**src/rtl/vga_fb_arbiter_if.sv**
```systemverilog
// Bus bundle for the frame-buffer arbiter: display read port, video-input
// write port, SRAM pad side, and debug visibility of the arbiter state.
//
// Handshake: RD_REQ/WR_REQ act as valid and RD_ACK/WR_ACK act as ready. A
// transfer happens on a rising edge where REQ & ACK are both high. The
// requester holds REQ, ADDR and DATA stable until that edge. ACK may depend
// combinationally on REQ. REQ must not depend on ACK within the same cycle.
interface vga_fb_arbiter_if #(
  parameter int ADDR_W      = 18,
  parameter int DATA_W      = 16,
  parameter int WR_MAX_WAIT = 8
);
  localparam int CNT_W = $clog2(WR_MAX_WAIT + 1);

  // display read port
  logic              RD_REQ;
  logic [ADDR_W-1:0] RD_ADDR;
  logic              RD_ACK;
  logic [DATA_W-1:0] RD_DATA;
  logic              RD_VALID;

  // video-input write port
  logic              WR_REQ;
  logic [ADDR_W-1:0] WR_ADDR;
  logic [DATA_W-1:0] WR_DATA;
  logic              WR_ACK;
  logic              WR_URGENT;

  // SRAM pads
  logic [ADDR_W-1:0] MEM_ADDR;
  logic [DATA_W-1:0] MEM_WDATA;
  logic [DATA_W-1:0] MEM_RDATA;
  logic              MEM_CE_N;
  logic              MEM_OE_N;
  logic              MEM_WE_N;

  // debug: bus direction this cycle (0 none, 1 read, 2 write) and write wait count
  logic [1:0]        DBG_LAST_OP;
  logic [CNT_W-1:0]  DBG_WAIT_CNT;

  // arbiter side
  modport slave (
    input  RD_REQ, RD_ADDR, WR_REQ, WR_ADDR, WR_DATA, MEM_RDATA,
    output RD_ACK, RD_DATA, RD_VALID, WR_ACK, WR_URGENT,
    output MEM_ADDR, MEM_WDATA, MEM_CE_N, MEM_OE_N, MEM_WE_N,
    output DBG_LAST_OP, DBG_WAIT_CNT
  );

  // requesters plus SRAM model side
  modport master (
    output RD_REQ, RD_ADDR, WR_REQ, WR_ADDR, WR_DATA, MEM_RDATA,
    input  RD_ACK, RD_DATA, RD_VALID, WR_ACK, WR_URGENT,
    input  MEM_ADDR, MEM_WDATA, MEM_CE_N, MEM_OE_N, MEM_WE_N,
    input  DBG_LAST_OP, DBG_WAIT_CNT
  );
endinterface

```
**src/rtl/vga_fb_arbiter.sv**
```systemverilog
// Single-port frame-buffer SRAM arbiter. Display reads take priority. A write
// that has been refused WR_MAX_WAIT times becomes urgent and wins next. Every
// change of bus direction costs one idle cycle so the SRAM data pins can turn
// around. All SRAM controls are registered.
module vga_fb_arbiter #(
  parameter int ADDR_W      = 18,
  parameter int DATA_W      = 16,
  parameter int WR_MAX_WAIT = 8
) (
  input logic             CLK,
  input logic             NRST,
  vga_fb_arbiter_if.slave bus
);
  localparam int CNT_W = $clog2(WR_MAX_WAIT + 1);
  localparam logic [CNT_W-1:0] WAIT_MAX = CNT_W'(WR_MAX_WAIT);

  typedef enum logic [1:0] {
    OP_NONE = 2'd0,
    OP_RD   = 2'd1,
    OP_WR   = 2'd2
  } op_e;

  op_e               last_op_q, last_op_d;
  logic [CNT_W-1:0]  wait_cnt_q, wait_cnt_d;
  logic [ADDR_W-1:0] mem_addr_q, mem_addr_d;
  logic [DATA_W-1:0] mem_wdata_q, mem_wdata_d;
  logic              ce_n_q, ce_n_d;
  logic              oe_n_q, oe_n_d;
  logic              we_n_q, we_n_d;
  logic [DATA_W-1:0] rd_data_q, rd_data_d;
  logic              rd_valid_q, rd_valid_d;

  op_e  cand;
  logic grant_ok;
  logic rd_xfer;
  logic wr_xfer;
  logic wr_urgent;

  assign wr_urgent = (wait_cnt_q == WAIT_MAX);

  // Pick this cycle's candidate and decide whether it can go without a bubble
  always_comb begin
    cand = OP_NONE;
    if (wr_urgent && bus.WR_REQ) begin
      cand = OP_WR;
    end else if (bus.RD_REQ) begin
      cand = OP_RD;
    end else if (bus.WR_REQ) begin
      cand = OP_WR;
    end
    // a direction change must pass through an idle bus cycle first
    grant_ok = (cand != OP_NONE) && ((last_op_q == OP_NONE) || (last_op_q == cand));
    // acks are held low while reset is asserted, even before the first edge
    rd_xfer  = NRST && grant_ok && (cand == OP_RD);
    wr_xfer  = NRST && grant_ok && (cand == OP_WR);
  end

  // Next bus cycle contents, read-data capture and write wait counter
  always_comb begin
    last_op_d   = OP_NONE;
    ce_n_d      = 1'b1;
    oe_n_d      = 1'b1;
    we_n_d      = 1'b1;
    mem_addr_d  = mem_addr_q;
    mem_wdata_d = mem_wdata_q;
    if (rd_xfer) begin
      last_op_d  = OP_RD;
      ce_n_d     = 1'b0;
      oe_n_d     = 1'b0;
      mem_addr_d = bus.RD_ADDR;
    end else if (wr_xfer) begin
      last_op_d   = OP_WR;
      ce_n_d      = 1'b0;
      we_n_d      = 1'b0;
      mem_addr_d  = bus.WR_ADDR;
      mem_wdata_d = bus.WR_DATA;
    end

    // the SRAM drives data during a read bus cycle; capture it at that cycle's end
    rd_valid_d = (last_op_q == OP_RD);
    rd_data_d  = rd_valid_d ? bus.MEM_RDATA : rd_data_q;

    wait_cnt_d = wait_cnt_q;
    if (!bus.WR_REQ || wr_xfer) begin
      wait_cnt_d = '0;
    end else if (!wr_urgent) begin
      wait_cnt_d = wait_cnt_q + 1'b1;
    end
  end

  // Register bus direction, SRAM controls, read data and wait counter
  always_ff @(posedge CLK or negedge NRST) begin
    if (!NRST) begin
      last_op_q   <= OP_NONE;
      wait_cnt_q  <= '0;
      mem_addr_q  <= '0;
      mem_wdata_q <= '0;
      ce_n_q      <= 1'b1;
      oe_n_q      <= 1'b1;
      we_n_q      <= 1'b1;
      rd_data_q   <= '0;
      rd_valid_q  <= 1'b0;
    end else begin
      last_op_q   <= last_op_d;
      wait_cnt_q  <= wait_cnt_d;
      mem_addr_q  <= mem_addr_d;
      mem_wdata_q <= mem_wdata_d;
      ce_n_q      <= ce_n_d;
      oe_n_q      <= oe_n_d;
      we_n_q      <= we_n_d;
      rd_data_q   <= rd_data_d;
      rd_valid_q  <= rd_valid_d;
    end
  end

  assign bus.RD_ACK       = rd_xfer;
  assign bus.WR_ACK       = wr_xfer;
  assign bus.WR_URGENT    = wr_urgent;
  assign bus.RD_DATA      = rd_data_q;
  assign bus.RD_VALID     = rd_valid_q;
  assign bus.MEM_ADDR     = mem_addr_q;
  assign bus.MEM_WDATA    = mem_wdata_q;
  assign bus.MEM_CE_N     = ce_n_q;
  assign bus.MEM_OE_N     = oe_n_q;
  assign bus.MEM_WE_N     = we_n_q;
  assign bus.DBG_LAST_OP  = last_op_q;
  assign bus.DBG_WAIT_CNT = wait_cnt_q;

endmodule

```
**src/flat_wrapper.sv**
```systemverilog
// flat-port wrapper written by rule: the top's interface ports become plain ports
module vga_fb_arbiter_flat 
#(
  parameter int ADDR_W      = 18,
  parameter int DATA_W      = 16,
  parameter int WR_MAX_WAIT = 8
)
  (CLK, NRST, bus_RD_REQ, bus_RD_ADDR, bus_WR_REQ, bus_WR_ADDR, bus_WR_DATA, bus_MEM_RDATA, bus_RD_ACK, bus_RD_DATA, bus_RD_VALID, bus_WR_ACK, bus_WR_URGENT, bus_MEM_ADDR, bus_MEM_WDATA, bus_MEM_CE_N, bus_MEM_OE_N, bus_MEM_WE_N, bus_DBG_LAST_OP, bus_DBG_WAIT_CNT);
  vga_fb_arbiter_if #(.ADDR_W(ADDR_W), .DATA_W(DATA_W), .WR_MAX_WAIT(WR_MAX_WAIT)) bus_i ();
  input logic CLK;
  input logic NRST;
  input wire logic [$bits(bus_i.RD_REQ)-1:0] bus_RD_REQ;
  input wire logic [$bits(bus_i.RD_ADDR)-1:0] bus_RD_ADDR;
  input wire logic [$bits(bus_i.WR_REQ)-1:0] bus_WR_REQ;
  input wire logic [$bits(bus_i.WR_ADDR)-1:0] bus_WR_ADDR;
  input wire logic [$bits(bus_i.WR_DATA)-1:0] bus_WR_DATA;
  input wire logic [$bits(bus_i.MEM_RDATA)-1:0] bus_MEM_RDATA;
  output wire logic [$bits(bus_i.RD_ACK)-1:0] bus_RD_ACK;
  output wire logic [$bits(bus_i.RD_DATA)-1:0] bus_RD_DATA;
  output wire logic [$bits(bus_i.RD_VALID)-1:0] bus_RD_VALID;
  output wire logic [$bits(bus_i.WR_ACK)-1:0] bus_WR_ACK;
  output wire logic [$bits(bus_i.WR_URGENT)-1:0] bus_WR_URGENT;
  output wire logic [$bits(bus_i.MEM_ADDR)-1:0] bus_MEM_ADDR;
  output wire logic [$bits(bus_i.MEM_WDATA)-1:0] bus_MEM_WDATA;
  output wire logic [$bits(bus_i.MEM_CE_N)-1:0] bus_MEM_CE_N;
  output wire logic [$bits(bus_i.MEM_OE_N)-1:0] bus_MEM_OE_N;
  output wire logic [$bits(bus_i.MEM_WE_N)-1:0] bus_MEM_WE_N;
  output wire logic [$bits(bus_i.DBG_LAST_OP)-1:0] bus_DBG_LAST_OP;
  output wire logic [$bits(bus_i.DBG_WAIT_CNT)-1:0] bus_DBG_WAIT_CNT;
  assign bus_i.RD_REQ = bus_RD_REQ;
  assign bus_i.RD_ADDR = bus_RD_ADDR;
  assign bus_i.WR_REQ = bus_WR_REQ;
  assign bus_i.WR_ADDR = bus_WR_ADDR;
  assign bus_i.WR_DATA = bus_WR_DATA;
  assign bus_i.MEM_RDATA = bus_MEM_RDATA;
  assign bus_RD_ACK = bus_i.RD_ACK;
  assign bus_RD_DATA = bus_i.RD_DATA;
  assign bus_RD_VALID = bus_i.RD_VALID;
  assign bus_WR_ACK = bus_i.WR_ACK;
  assign bus_WR_URGENT = bus_i.WR_URGENT;
  assign bus_MEM_ADDR = bus_i.MEM_ADDR;
  assign bus_MEM_WDATA = bus_i.MEM_WDATA;
  assign bus_MEM_CE_N = bus_i.MEM_CE_N;
  assign bus_MEM_OE_N = bus_i.MEM_OE_N;
  assign bus_MEM_WE_N = bus_i.MEM_WE_N;
  assign bus_DBG_LAST_OP = bus_i.DBG_LAST_OP;
  assign bus_DBG_WAIT_CNT = bus_i.DBG_WAIT_CNT;
  vga_fb_arbiter #(.ADDR_W(ADDR_W), .DATA_W(DATA_W), .WR_MAX_WAIT(WR_MAX_WAIT)) u_core (.CLK(CLK), .NRST(NRST), .bus(bus_i));
endmodule
```
**config.mk**
```make
export PLATFORM = sky130hd
export DESIGN_NAME = vga_fb_arbiter_flat
export DESIGN_NICKNAME = d
export VERILOG_FILES = /design/src/rtl/vga_fb_arbiter_if.sv /design/src/rtl/vga_fb_arbiter.sv /design/src/flat_wrapper.sv
export SDC_FILE = /design/constraint.sdc
export NUM_CORES = 1
export LEC_CHECK = 0
export CAP_MARGIN = 20
export CORE_MARGIN = 2
export CORE_UTILIZATION = 41
export DETAILED_ROUTE_END_ITERATION = 12
export PLACE_DENSITY_LB_ADDON = 0.08
export SYNTH_ARGS = -nofsm -noshare
export SYNTH_HDL_FRONTEND = slang
export SYNTH_SLANG_ARGS = --single-unit
```
**constraint.sdc**
```tcl
create_clock -name CLK -period 1.85 [get_ports CLK]
set_clock_uncertainty 0.05 [all_clocks]
set_input_delay 0.37 -clock CLK [delete_from_list [all_inputs] [get_ports CLK]]
set_output_delay 0.37 -clock CLK [all_outputs]
set_load 0.005 [all_outputs]
```
* After elaboration in Yosys (flattened, before gate mapping)
Index checks and enable logic that the tools add are counted.
** Word-level totals
- Bits in registers :: 60
- Input port bits :: 72
- Output and inout port bits :: 63
- Word-level logic and storage cells :: 42
** Cells by class
- Add/sub/neg operators :: 1
- Eq/ne operators :: 6
- Muxes and demuxes :: 13
- Bitwise operators :: 1
- Reduce and logical (&&, ||, !) cells :: 12
** Operators with widths (number)
- $mux W18 :: 2
- $mux W2 :: 5
- $mux W4 :: 2
- $logic_and A1 B1 Y1 :: 5
- $add A4 B1 Y4 const B :: 1
- $eq A2 B1 Y1 const B :: 2
- $eq A4 B4 Y1 const B :: 1
- $mux W1 :: 4
- $reduce_bool A2 Y1 :: 2
- $eq A2 B2 Y1 :: 1
- $eq A2 B2 Y1 const B :: 1
- $logic_not A2 Y1 :: 1
- $logic_or A1 B1 Y1 :: 2
- $ne A2 B2 Y1 const B :: 1
- $reduce_and A2 Y1 :: 1
- $logic_not A1 Y1 :: 1
- $not A1 Y1 :: 1

* Logic depth before layout (Yosys ltp)
- Depth after elaboration :: 10
- Mapped depth :: 8

* Worst setup path after synthesis
OpenSTA, ideal clock, no wires.
- Path kind :: register -> register
- From :: reg u_core.wait_cnt_q[0] (netlist: u_core.bus.DBG_WAIT_CNT[0])
- To :: reg u_core.mem_wdata_q[10] (netlist: u_core.bus.MEM_WDATA[10])
- Library setup time :: 0.128 ns
- Data arrival time :: 1.534 ns
- Required time :: 1.672 ns
- Setup slack :: 0.139 ns
- Stages on the path, launching flop included :: 7
- Period minus slack after synthesis :: 1.711 ns
- Path through :: dfrtp_1 > inv_1 > ha_1 > nand3b_4 > a21oi_2 > buf_4 > mux2_1
** On the way
- Cells in the longest elaborated chain, start to end :: 10
- Elaborated cells on any way between the ends :: 14
- Those cells by class :: eq/ne: 4; mux: 1; bitwise: 1; reduce/logical: 8
** Ends and longest elaborated chain
- from (decl) :: line vga_fb_arbiter.sv:24 : logic [CNT_W-1:0] wait_cnt_q, wait_cnt_d;
- from (signal assigned) :: line vga_fb_arbiter.sv:105 : wait_cnt_q <= wait_cnt_d;
- $eq A4 B4 Y1 * :: line vga_fb_arbiter.sv:39 : assign wr_urgent = (wait_cnt_q == WAIT_MAX);
- $logic_and A1 B1 Y1 * :: line vga_fb_arbiter.sv:44 : if (wr_urgent && bus.WR_REQ) begin
- $mux W2 * :: line vga_fb_arbiter.sv:44
- $eq A2 B2 Y1 :: line vga_fb_arbiter.sv:52 : grant_ok = (cand != OP_NONE) && ((last_op_q == OP_NONE) || (last_op_q == cand));
- $logic_or A1 B1 Y1 :: line vga_fb_arbiter.sv:52
- $logic_and A1 B1 Y1 :: line vga_fb_arbiter.sv:52
- $logic_and A1 B1 Y1 :: line vga_fb_arbiter.sv:54, vga_fb_arbiter.sv:55
- $logic_and A1 B1 Y1 :: line vga_fb_arbiter.sv:54 : rd_xfer = NRST && grant_ok && (cand == OP_RD);
- $not A1 Y1 (no line)
- $reduce_and A2 Y1 (no line) *
- to (signal assigned) :: line vga_fb_arbiter.sv:107 : mem_wdata_q <= mem_wdata_d;
- to (decl) :: line vga_fb_arbiter.sv:26 : logic [DATA_W-1:0] mem_wdata_q, mem_wdata_d;
Every way passes the cells marked *; elsewhere a longest branch is shown, timed or not.
A chain may end at the register's enable or synchronous reset.

* Worst setup path in the final report
- From :: reg u_core.wait_cnt_q[0] (netlist: u_core.bus.DBG_WAIT_CNT[0])
- To :: out bus_RD_ACK
** On the way
- Cells in the longest elaborated chain, start to end :: 8
- Elaborated cells on any way between the ends :: 10
- Those cells by class :: eq/ne: 3; mux: 1; reduce/logical: 6
** Ends and longest elaborated chain
- $eq A4 B4 Y1 * :: line vga_fb_arbiter.sv:39
- $logic_and A1 B1 Y1 * :: line vga_fb_arbiter.sv:44
- $mux W2 * :: line vga_fb_arbiter.sv:44
- $eq A2 B2 Y1 :: line vga_fb_arbiter.sv:52
- $logic_or A1 B1 Y1 :: line vga_fb_arbiter.sv:52
- $logic_and A1 B1 Y1 :: line vga_fb_arbiter.sv:52
- $logic_and A1 B1 Y1 :: line vga_fb_arbiter.sv:54
- $logic_and A1 B1 Y1 * :: line vga_fb_arbiter.sv:54
- to (decl) :: line flat_wrapper.sv:18 : output wire logic [$bits(bus_i.RD_ACK)-1:0] bus_RD_ACK;
Marked as above.

==> reports/summary.txt <==
====================================================================================
Buffers from clock root to sink, at most                                           2
Met3 Use GR                                                                    8.20%
Required arrival time at the worst endpoint                                  1.43 ns
Met1 global-route usage                                                        24.8%
Iteration-0 DRC Markers                                                           82
Main flop type after synthesis                                               dfrtp_1
Cell area after synthesis                                                0.00289 mm²
Count of boundary I/O pins                                                       135
Cells after DPL                                                                  478
Via count of the first global-routing pass                                      2397
Synthesized-area fraction occupied by adder cells                             0.866%
Period utilisation layout                                                      96.6%
Max_slew headroom                                                              70.6%
Global-route met2 utilization                                                  30.4%
Worst Setup Path Type                                                     reg -> out
Unrepaired setup endpoints after global routing                                  yes
Type of element capturing the critical path                             primary output
Width of the die                                                             88.0 µm
Maximum number of pins on one net before global-route repair                      38
Post-synthesis mux area share                                                  12.8%
Number of antenna violations at the first check in global routing                  0
Number of buffers inserted by port buffering                                     134
Area growth from synthesis to final layout                                     61.4%
Shortest clock period the worst path allows after layout                     1.79 ns
Synthesized flop and latch total                                                  60
Row Count                                                                         30
Number of nets with antenna violations after detailed routing                      0
# DRC                                                                              0
Wire length reported by the detailed router                                  7.33 mm
Avg Inst Size Synth                                                         11.8 µm²
Clock-pin transition on the worst setup and hold timing paths                0.07 ns
Final-stage net count                                                            468
Post-CTS setup buffers                                                             0
Inserted Clock Buffers                                                             9
Clock tree from TritonCTS                                                        yes
Critical Path Fanout Max                                                           2
Fraction of final layout cells sized beyond drive strength 1                   18.5%
Count of pins over their slew limit                                                0
Fin cells                                                                        495
Setup TNS                                                                       0 ns
Leakage component of the power                                               1.98 nW
Clock Root Buffer                                                           clkbuf_8
Count of flip-flops with a built-in enable after synthesis                         0
Parity-gate share of the synthesized area counting xor and xnor cells         0.909%
Final hold slack                                                           0.0727 ns
Synthesized netlist cell count                                                   245
Worst Path Arrival                                                           1.37 ns
Status                                                                     completed
Number of antenna diodes                                                           0
Grt ovf                                                                            0
Maximum achievable frequency                                                 559 MHz
Yosys Warn Count                                                                   0
Dominant combinational cell family by area after synthesis              compound AO/OA/AOI/OAI gates
FFs w/ async S/R, synth                                                         100%
Final number of setup-violating endpoints                                          0
Net Count, Synth                                                                 319
Wire length of the first global-routing pass                                 11.5 mm
Detailed-route wire length per cell                                          14.8 µm
Number of detailed-route iterations in the first pass                              5
Hold Vio Cnt, Final                                                                0
Register area share after synthesis                                            52.1%
Clock latency on the worst-skew pair                                         0.33 ns
CTS HTree Levels                                                                   3
Distinct cell type count of the synthesized netlist                               31
Number of fill cells in the layout                                               531
Die outline height                                                           88.0 µm
Synth Area in Simple Gates                                                     12.1%
Compound-Gate Fraction of Synth Area                                           14.0%
Clock sinks                                                                       60
Final HPWL DP                                                                5.20 mm
GRT busiest layer                                                               met2
Max-cap violations                                                                 0
Type of the worst min-delay path                                         in -> async
Post-detailed-route via-to-cell ratio                                           4.99
Worst IR Drop VDD                                                         0.000608 V
Path depth of the worst reg2reg path                                               6
Initial Util                                                                   42.5%
Power Dens Cells                                                          875 mW/mm²
Core area                                                                0.00679 mm²
Die ar.                                                                  0.00774 mm²
Count of vias placed by the detailed router                                     2471
Slew at the pin with the worst max-slew slack                               0.441 ns
All-Layer GR Usage                                                             19.5%
RePlAce Congestion                                                             0.787
Startpoint class of the critical path                                       register
====================================================================================
## synth_stat cells (2+ instances only)
cell type	n	area share, %
buf_2	8	1.4
inv_1	21	2.7
dfrtp_1	57	49
mux2_2	10	3.9
a211o_1	18	5.5
nor3_1	18	3.1
clkbuf_1	3	0.39
buf_6	2	0.78
nand2_1	18	2.3
ha_1	2	0.87
inv_2	2	0.26
a41oi_2	10	5.6
mux2_1	22	8.6
nand3b_1	2	0.52
a41oi_1	8	2.4
nand3_1	19	3.3
xnor2_1	2	0.61
dfstp_2	3	2.7
nor3b_1	3	0.78
buf_4	6	1.6
## final cells by class
class                           count  area, µm²  share of cell area, %
Clock buffer                       11        151                   3.25
Timing Repair Buffer              158       1530                   32.8
Tap cell                           96        120                   2.58
Multi-Input combinational cell    142       1190                   25.5
Sequential cell                    60       1510                   32.3
Inverter                           23       86.3                   1.85
Clock inverter                      5       83.8                   1.80
## per-layer routing
metal	vias up	share of wire, %
met5	-	0
met1	1186	43
met2	105	47
met4	0	0.65
li1	1176	-
met3	4	9.5
## state kept, by name, summed over array words and instances (netlist names)
name and flops:
u_core.bus.DBG_LAST_OP 2, u_core.bus.DBG_WAIT_CNT 4, u_core.bus.MEM_ADDR 18, u_core.bus.MEM_CE_N 1
u_core.bus.MEM_OE_N 1, u_core.bus.MEM_WDATA 16, u_core.bus.MEM_WE_N 1, u_core.bus.RD_DATA 16
u_core.bus.RD_VALID 1
## cells in the final DEF (no fill, tap or decap), types with 3 or more instances in the layout
master,netlist,layout
nor3b_1,3,3
inv_2,2,4
mux2_2,10,10
buf_4,6,22
clkdlybuf4s50_1,0,130
dfrtp_1,57,57
nand2_1,18,18
a41oi_1,8,8
nand3_1,19,19
clkbuf_8,0,11
mux2_1,22,22
inv_1,21,19
nor3_1,18,18
a211o_1,18,18
a41oi_2,10,10
dfstp_2,3,3
## final timing paths
| check | start | to | slack [ns] |
|---|---|---|---|
| min in group CLK | u_core.bus.RD_DATA[8] | u_core.bus.RD_DATA[8] | 0.43 |
| max | u_core.bus.DBG_WAIT_CNT[0] | bus_RD_ACK | 0.06 |
| max in group asynchronous | NRST | u_core.bus.MEM_OE_N | 0.93 |
| min reg2reg | u_core.bus.RD_DATA[8] | u_core.bus.RD_DATA[8] | 0.43 |
| max reg2reg | u_core.bus.DBG_WAIT_CNT[1] | u_core.bus.MEM_WDATA[0] | 0.16 |
| min | NRST | u_core.bus.RD_DATA[7] | 0.07 |
## through the flow
step / utilization [%] / instance area (µm²) / total power, mW / setup slack, ns
finish: 68.7 / 4660 / 4.08 / 0.0624
global route: 68.7 / 4660 / 4.32 / -0.00865
CTS: 68.5 / 4660 / 4.14 / 0.0157
detailed placement: 64.9 / 4410 / 2.75 / -0.275
global placement: 64.9 / 4410 / 2.73 / -0.260
floorplan: - / 2890 / 2.03 / 0.139
## cell families (layout without fill, tap and decap cells)
group | Yosys count | after routing
compound gates | 38 | 38
xor+xnor | 3 | 3
fa+ha+maj | 2 | 2
buf+inv | 43 | 197
flops | 60 | 60
mux | 33 | 33
simple gates | 66 | 66
## where the power goes
part / internal [mW] / total, mW / switching (mW)
Combinational: 0.719 / 1.07 / 0.350
Sequential: 1.54 / 1.66 / 0.124
Clock: 0.834 / 1.36 / 0.522
Total: 3.09 / 4.08 / 0.995
## critical path: stages (launching register included)
cell	delay, ns
dfrtp_1	0.36
inv_2	0.06
ha_4	0.16
and4b_2	0.26
nor2_4	0.10
buf_6	0.10
## timing repair
item | in CTS | in global routing
gates resized for setup | 13 | 3
pin swaps | 2 | 1
hold endpoints to repair | 17 | 0
hold buffers | 1 | 0
setup endpoints to repair | 3 | 3
Note: power is estimated with default switching activity, not from simulation.
